===== config.mk =====
export PLATFORM = sky130hd
export DESIGN_NAME = glitch_free_clock_multiplexer
export DESIGN_NICKNAME = d
export VERILOG_FILES = /design/src/rtl/glitch_free_clock_multiplexer.sv
export SDC_FILE = /design/constraint.sdc
export NUM_CORES = 1
export LEC_CHECK = 0
export CAP_MARGIN = 20
export CORE_UTILIZATION = 30
export CTS_CLUSTER_DIAMETER = 50
export DETAILED_ROUTE_END_ITERATION = 10
export PLACE_DENSITY_LB_ADDON = 0.08
export SLEW_MARGIN = 20
export SYNTH_ARGS = -nofsm -noshare
export SYNTH_HDL_FRONTEND = slang
export SYNTH_SLANG_ARGS = --single-unit

===== constraint.sdc =====
create_clock -name clock -period 1.6 [get_ports clock]
set_clock_uncertainty 0.05 [all_clocks]
set_input_delay 0.32 -clock clock [delete_from_list [all_inputs] [get_ports clock]]
set_output_delay 0.32 -clock clock [all_outputs]
set_load 0.01 [all_outputs]

===== src/rtl/glitch_free_clock_multiplexer.sv =====
// Glitch-free 2:1 clock multiplexer.
// A control FSM on `clock` drives one enable request per source. Each request
// passes through an ICG-style latch that is transparent only while its source
// is low, so a gate can never cut a high phase short. The latch outputs are
// synchronized back to `clock` as acknowledges. The FSM closes the old gate and
// waits for its acknowledge before it opens the new one (break-before-make).
//
// Request/acknowledge handshake (four-phase, per source N):
//   en_req_N rises  -> wait until ack_N = 1 (gate N is open)
//   en_req_N falls  -> wait until ack_N = 0 (gate N is closed)
// A new request is raised only after the previous one has been acknowledged
// low, so at most one gate is ever open.
module glitch_free_clock_multiplexer #(
   parameter int STAGES = 2
) (
   input  logic clock,
   input  logic reset,
   input  logic clock_0,
   input  logic clock_1,
   input  logic select,
   output logic clock_out
);

   // Synchronizers shorter than two flops are not safe; clamp to two.
   localparam int N = (STAGES < 2) ? 2 : STAGES;

   typedef enum logic [2:0] {
      IDLE      = 3'd0,
      ENABLE_0  = 3'd1,
      ACTIVE_0  = 3'd2,
      DISABLE_0 = 3'd3,
      ENABLE_1  = 3'd4,
      ACTIVE_1  = 3'd5,
      DISABLE_1 = 3'd6
   } state_t;

   state_t       state;
   state_t       state_next;

   logic [N-1:0] sel_sync;
   logic [N-1:0] ack_0_sync;
   logic [N-1:0] ack_1_sync;
   logic         select_s;
   logic         ack_0;
   logic         ack_1;

   logic         en_req_0;
   logic         en_req_1;
   logic         en_lat_0;
   logic         en_lat_1;

   assign select_s = sel_sync[N-1];
   assign ack_0    = ack_0_sync[N-1];
   assign ack_1    = ack_1_sync[N-1];

   // Bring the asynchronous select and both latch states into the clock domain.
   always_ff @(posedge clock) begin
      if (reset) begin
         sel_sync   <= '0;
         ack_0_sync <= '0;
         ack_1_sync <= '0;
      end else begin
         sel_sync   <= {sel_sync[N-2:0], select};
         ack_0_sync <= {ack_0_sync[N-2:0], en_lat_0};
         ack_1_sync <= {ack_1_sync[N-2:0], en_lat_1};
      end
   end

   // State register; requests are registered from the next state so the
   // latch D inputs never carry decode glitches.
   always_ff @(posedge clock) begin
      if (reset) begin
         state    <= IDLE;
         en_req_0 <= 1'b0;
         en_req_1 <= 1'b0;
      end else begin
         state    <= state_next;
         en_req_0 <= (state_next == ENABLE_0) || (state_next == ACTIVE_0);
         en_req_1 <= (state_next == ENABLE_1) || (state_next == ACTIVE_1);
      end
   end

   // Next-state logic: select is only re-evaluated in IDLE and ACTIVE states,
   // so any switch that has started always completes.
   always_comb begin
      state_next = state;
      unique case (state)
         IDLE:      state_next = select_s ? ENABLE_1 : ENABLE_0;
         ENABLE_0:  if (ack_0)     state_next = ACTIVE_0;
         ACTIVE_0:  if (select_s)  state_next = DISABLE_0;
         DISABLE_0: if (!ack_0)    state_next = ENABLE_1;
         ENABLE_1:  if (ack_1)     state_next = ACTIVE_1;
         ACTIVE_1:  if (!select_s) state_next = DISABLE_1;
         DISABLE_1: if (!ack_1)    state_next = ENABLE_0;
         default:   state_next = IDLE;
      endcase
   end

   // Gate latch for source 0: follows its request only while clock_0 is low.
   always_latch begin
      if (!clock_0) en_lat_0 <= en_req_0;
   end

   // Gate latch for source 1: follows its request only while clock_1 is low.
   always_latch begin
      if (!clock_1) en_lat_1 <= en_req_1;
   end

   assign clock_out = (clock_0 & en_lat_0) | (clock_1 & en_lat_1);

endmodule


# == Word-level counts from Yosys, hierarchy flattened ==
# Cells that the tools add are included.
# Widths: inputs -> output; s select.
# totals
register_bits,11
latchBits,2
inputBits,5
out_inout_bits,1
word_cells,34
# op_classes
n_eq_ne,10
mux,10
bitwise_logic,3
n_reduce_logical,3
# op_table
op,n
$mux 3,7
$pmux 3 s7,1
$eq 3x3->1 const B,5
$eq 3x2->1 const B,3
$eq 3x1->1 const B,2
$logic_not 3->1,1
$and 1x1->1,2
$logic_or 1x1->1,2
$mux 1,2
$or 1x1->1,1

# == Longest topological paths before layout ==
# Gate-level depths: netlist (run 1).
# logic_depth
depth_word,4
mapped_depth,6
ltp_nobuf,5

==> results of run 1 <==
[per-stage QoR]
| step | instance area (um^2) | instances | setup TNS [ns] | hold WS, ns |
|---|---|---|---|---|
| global placement | 557 | 64 | -0.217 | 0.374 |
| finish | 579 | 68 | 0 | 0.388 |
| detailed placement | 557 | 64 | -0.252 | 0.378 |
| global route | 579 | 68 | 0 | 0.409 |
| floorplan | 513 | 46 | 0 | 0.342 |
| CTS | 583 | 68 | 0 | 0.394 |
[worst max-delay path, cell delays in order]
cell,delay (ns)
clkdlybuf4s50_1,0.42
a22o_1,0.24
clkbuf_2,0.12
[kinds of logic (layout without fill, tap and decap cells)]
group | after synthesis | after routing | share of synthesized area (%)
simple gates | 14 | 14 | 21.0
mux | 1 | 1 | 2.68
compound gates | 9 | 9 | 15.1
xor+xnor | 3 | 3 | 5.12
flops | 11 | 11 | 42.9
latches | 2 | 2 | 5.85
buf+inv | 6 | 12 | 7.32
[Yosys cell counts, drive strengths merged]
cell    instances
a21oi           1
a221o           1
a22o            1
a22oi           1
a31oi           2
buf             2
clkbuf          1
dfxtp          11
dlxtn           2
inv             3
mux2i           1
nor2            1
nor2b           9
nor3            1
nor3b           1
nor4            1
nor4bb          1
o21ai           1
o311ai          1
o31ai           1
xnor2           3
[layer usage]
layer	up-vias	track usage [%]	routed length, um	part of all wire [%]
met3	4	2.50	18	2.2
met5	-	0	0	0
li1	170	-	-	-
met2	7	18.8	419	52
met1	161	11.0	332	41
met4	0	11.3	31	3.9
[repair_timing]
action,in CTS,in global routing
setup endpoints to repair,1,2
hold buffers,0,0
resized for setup,2,2
[area by class of cell]
type / instances / area [um^2] / share of cell area, %
Sequential cell: 13 / 251 / 43.4
Multi-Input combinational cell: 27 / 225 / 38.9
Timing Repair Buffer: 5 / 45.0 / 7.78
Clock buffer: 4 / 26.3 / 4.54
Tap cell: 16 / 20.0 / 3.46
Inverter: 3 / 11.3 / 1.94
[sequential cells by signal (all words and copies together), names as in the netlist]
name / count
ack_1_sync: 2
en_lat_0: 1
en_req_0: 1
state: 3
en_lat_1: 1
en_req_1: 1
sel_sync: 2
ack_0_sync: 2
[worst max-delay path by stage]
| stage | start | endpoint | slack [ns] | cells past startpoint |
|---|---|---|---|---|
| floorplan | state[1]$_SDFF_PP0_ | en_req_0$_SDFF_PP0_ | 0.33 | 6 |
| finish | clock_0 | clock_out | 0.13 | 3 |
| global placement | clock_0 | clock_out | -0.22 | 3 |
| global route | state[0]$_SDFF_PP0_ | en_req_0$_SDFF_PP0_ | 0.08 | 5 |
| CTS | clock_0 | clock_out | 0.01 | 3 |
| detailed placement | clock_0 | clock_out | -0.25 | 3 |
[power groups by stage]
stage	registers (mW)	clock network, mW	logic (mW)
6_report	0.375	0.181	0.187
4_1_cts	0.375	0.191	0.192
2_1_floorplan	0.351	0	0.190
5_1_grt	0.384	0.205	0.204
3_5_place_dp	0.380	0	0.193
3_3_place_gp	0.376	0	0.187
[cell usage in the layout (no fill, tap or decap), drive strengths merged, types with 2 or more instances in the layout]
| cell | netlist | final |
|---|---|---|
| dfxtp | 11 | 11 |
| nor2b | 9 | 9 |
| clkbuf | 1 | 5 |
| clkdlybuf4s50 | 0 | 4 |
| xnor2 | 3 | 3 |
| inv | 3 | 3 |
| a31oi | 2 | 2 |
| dlxtn | 2 | 2 |
==> flow_summary_export.csv, run 1 <==
group,metric,value,unit
outcome,status,"finished clean",
detailed_routing,wire_per_inst,11.8,um
clock_network,postCtsSetupBuffers,0,
finish,final_util,37.2,%
pwr,combPwrFrac,25.1,%
finish,final.fill_count,152,
pwr,p_int,529,uW
worst_setup_path,r2r-start,"state[0]$_SDFF_PP0_",
floorplanning,coreArea,0.00156,mm^2
clock_network,cts_max_level,1,
logic_synthesis,synth_area_per_cell,11.2,um^2
pwr,sw_frac_of_total,28.9,%
place,hpwl,639,um
timing,layout_min_cycle_time,1.47,ns
global_route,grt_usage,11.2,%
logic_synthesis,synthDistinctLibCells,23,
timing,worst_pin_slew,0.374,ns
timing,rsz0062_at_grt,"false",
logic_synthesis,synth_top_area_share,42.9,%
worst_setup_path,cp-end-kind,"primary output",
place,pre_cts_ws,-0.252,ns
clock_network,root_buffer,"clkbuf_4",
finish,area_growth,12.9,%
worst_setup_path,critPathMaxFanout,2,
place,numPortBuffers,5,
detailed_routing,drt_iter0_markers,2,
timing,setup_ws,0.126,ns
detailed_routing,vias_per_cell,5.03,
pwr,p_leak,0.205,nW
clock_network,path_clk_slew,0.06,ns
logic_synthesis,synth.ff_latch_count,13,
detailed_routing,ant_nets,0,
logic_synthesis,synth_area,513,um^2
min_path,hold_path_end,"ack_0_sync[1]$_SDFF_PP0_",
floorplanning,die_h,43.4,um
floorplanning,ios,6,
floorplanning,start_util,32.9,%
timing,maxSlewViolCount,0,
min_path,min_path_cells,1,
worst_setup_path,crit_type,"in -> out",
logic_synthesis,yosys_warnings,0,
timing,finalSetupViolations,0,
detailed_routing,drt-total-wl,802,um
logic_synthesis,yosysTopAreaCell,"dfxtp_1",
min_path,holdCritPathClass,"reg -> reg",
finish,n_antenna_cell,0,
worst_setup_path,r2r_slack,0.17,ns
detailed_routing,first_pass_iters,2,
finish,fin_nets,58,
global_route,grt_max_degree,12,
worst_setup_path,rr_worst_depth,5,
pwr,ir_drop,0.508,mV
worst_setup_path,reg2reg_to,"en_req_0$_SDFF_PP0_",
flow_run,cap_viol_max_count,0,
pwr,power.share.sequential,50.5,%
timing,max_freq,0.678,GHz
floorplanning,die_area,0.00188,mm^2
clock_network,cts_buffers,3,
timing,unclocked_pins,2,
clock_network,cts.path.max_buffers,2,
clock_network,cts_tree,"done",
place,gp_congestion,0.733,
timing,finalHoldViolCount,0,
detailed_routing,vias,342,
logic_synthesis,syn-num-nets,51,
pwr,fin_total_pwr,744,uW
timing,unconstrained_endpoints,2,
pwr,clock_power_share,24.4,%
worst_setup_path,crit_path_start_kind,"input port",
logic_synthesis,synthCells,46,
clock_network,clock_latency,0.26,ns
global_route,grt_pass1_wl,1450,um
global_route,antenna_found_initial,0,
worst_setup_path,critPathRequiredTime,1.23,ns
global_route,grt_remaining_overflow,0,
min_path,min_from,"ack_0_sync[0]$_SDFF_PP0_",
timing,post-route-period-util,92.1,%
global_route,grt_pass1_vias,354,
pwr,powerDensity,1280,mW/mm^2
timing,max-slew-margin-rel,75.0,%
logic_synthesis,synth.area.top_cells,"dfxtp_1, nor2b_1, dlxtn_1",
floorplanning,std_cell_rows,14,
finish,drive_above_1_share,23.1,%
floorplanning,die_width,43.4,um
worst_setup_path,cp.arrival,1.10,ns
detailed_routing,drc_errors,0,
pwr,p_sw,215,uW
Power figures use the tool's default switching activity.
==> run 2, diff against run 1 <==
Settings changed: RECOVER_POWER from default to 50.
==> flow_summary_export.csv, run 2 (same netlist as run 1, synthesis figures left out) <==
group,metric,value,unit
floorplanning,start_util,32.9,%
worst_setup_path,r2r_slack,0.17,ns
worst_setup_path,crit_type,"in -> out",
floorplanning,die_h,43.4,um
finish,largest_register_ffs,3,
worst_setup_path,crit_path_max_incr_delay,0.42,ns
finish,drive_above_1_share,23.1,%
min_path,min_path_cells,1,
place,gp_congestion,0.733,
worst_setup_path,cp-end-kind,"primary output",
place,numPortBuffers,5,
worst_setup_path,critPathBufInv,2,
worst_setup_path,rr_worst_depth,5,
pwr,ir_drop,0.508,mV
global_route,grt_pass1_vias,354,
detailed_routing,drt-total-wl,802,um
finish,final_common_cell,"dfxtp_1",
clock_network,path_clk_slew,0.06,ns
finish,n_antenna_cell,0,
timing,max-slew-margin-rel,74.7,%
timing,rsz0062_at_grt,"false",
timing,worst_pin_slew,0.379,ns
worst_setup_path,critPathMaxFanout,2,
timing,finalHoldViolCount,0,
global_route,grt_remaining_overflow,0,
timing,layout_min_cycle_time,1.47,ns
detailed_routing,drt_iter0_markers,2,
clock_network,postCtsSetupBuffers,0,
pwr,powerDensity,1280,mW/mm^2
timing,tns,0,ns
clock_network,root_buffer,"clkbuf_4",
min_path,holdCritPathClass,"reg -> reg",
detailed_routing,drc_errors,0,
flow_run,cap_viol_max_count,0,
worst_setup_path,critPathRequiredTime,1.23,ns
detailed_routing,wire_per_inst,11.8,um
place,pre_cts_ws,-0.252,ns
worst_setup_path,cp.arrival,1.10,ns
finish,stdcell_area,579,um^2
timing,holdWs,0.388,ns
timing,setup_ws,0.126,ns
floorplanning,die_area,0.00188,mm^2
min_path,hold_path_end,"ack_0_sync[1]$_SDFF_PP0_",
floorplanning,die_width,43.4,um
worst_setup_path,worstPathCellList,"clkdlybuf4s50_1 > a22o_1 > clkbuf_2",
finish,area_growth,12.9,%
timing,unclocked_pins,2,
clock_network,cts_max_level,1,
worst_setup_path,critical-path-top-delay-family,"buffers and inverters",
worst_setup_path,cp_slowest_cell,"clkdlybuf4s50_1",
outcome,status,"finished clean",
floorplanning,coreArea,0.00156,mm^2
clock_network,cts.path.max_buffers,2,
finish,layout_common_cells,"dfxtp_1, nor2b_1, xnor2_1, clkbuf_4, clkdlybuf4s50_1",
detailed_routing,first_pass_iters,2,
global_route,grt_pass1_wl,1450,um
min_path,min_from,"ack_0_sync[0]$_SDFF_PP0_",
timing,finalSetupViolations,0,
detailed_routing,vias_per_cell,5.03,
floorplanning,std_cell_rows,14,
clock_network,clock_latency,0.26,ns
timing,post-route-period-util,92.1,%
global_route,antenna_found_initial,0,
floorplanning,ios,6,
timing,max_freq,0.678,GHz
global_route,grt_usage,11.2,%
global_route,grt_max_degree,12,
worst_setup_path,r2r-start,"state[0]$_SDFF_PP0_",
clock_network,cts_tree,"done",
detailed_routing,vias,342,
detailed_routing,ant_nets,0,
place,postPlaceCellArea,557,um^2
finish,fin_nets,58,
clock_network,cts_buffers,3,
place,hpwl,639,um
timing,unconstrained_endpoints,2,
worst_setup_path,crit_path_start_kind,"input port",
timing,maxSlewViolCount,0,
worst_setup_path,reg2reg_to,"en_req_0$_SDFF_PP0_",
finish,regMostFlops,"state",
pwr,p_leak,0.205,nW
run 2: changes by cell type in the layout (fill, tap and decap cells not counted), sizes merged:
| cell | before | now |
|---|---|---|
| dlygate4sd3 | 0 | 1 |
| clkdlybuf4s50 | 4 | 3 |
run 2: how the worst max path moves through the flow:
stage,slack [ns],depth (start not counted),from,end
2_1_floorplan,0.33,6,state[1]$_SDFF_PP0_,en_req_0$_SDFF_PP0_
3_3_place_gp,-0.22,3,clock_0,clock_out
3_5_place_dp,-0.25,3,clock_0,clock_out
4_1_cts,0.01,3,clock_0,clock_out
5_1_grt,0.08,5,state[0]$_SDFF_PP0_,en_req_0$_SDFF_PP0_
6_report,0.13,3,clock_0,clock_out
run 2: final cells by class:
type	count	area [um^2]
Fill cell	152	980
Sequential cell	13	251
Multi-Input combinational cell	27	225
Timing Repair Buffer	5	45.0
Clock buffer	4	26.3
Tap cell	16	20.0
Inverter	3	11.3
run 2: metal layers:
metal / global-route usage, % / share of wire [%] / vias up
met2: 18.8 / 52 / 7
met4: 11.3 / 3.9 / 0
met5: 0 / 0 / -
met1: 11.0 / 41 / 161
li1: - / - / 170
met3: 2.50 / 2.2 / 4
run 2: worst reg2reg max path, delay by kind of cell (launching register included):
kind | cells | cell delay, ns
XOR/XNOR | 1 | 0.23
flip-flops | 1 | 0.52
AND/OR/NAND/NOR | 2 | 0.17
AO/OA/AOI/OAI | 2 | 0.34
run 2: what timing repair did:
item / in CTS / in global routing
hold buffers: 0 / 0
gates resized for setup: 2 / 2
endpoints found under the setup margin: 1 / 2
endpoints found under the hold margin: 0 / 0
run 2: report_power, final:
part	total [mW]	internal [mW]	switching [mW]
Sequential	0.375	0.326	0.0490
Clock	0.181	0.0964	0.0849
Combinational	0.186	0.106	0.0807
run 2: metrics by stage:
step,util [%],cells,total power [mW]
6_report,37.2,68,0.743
5_1_grt,37.2,68,0.793
4_1_cts,37.4,68,0.758
3_5_place_dp,35.7,64,0.573
3_3_place_gp,35.7,64,0.564
2_1_floorplan,-,46,0.541
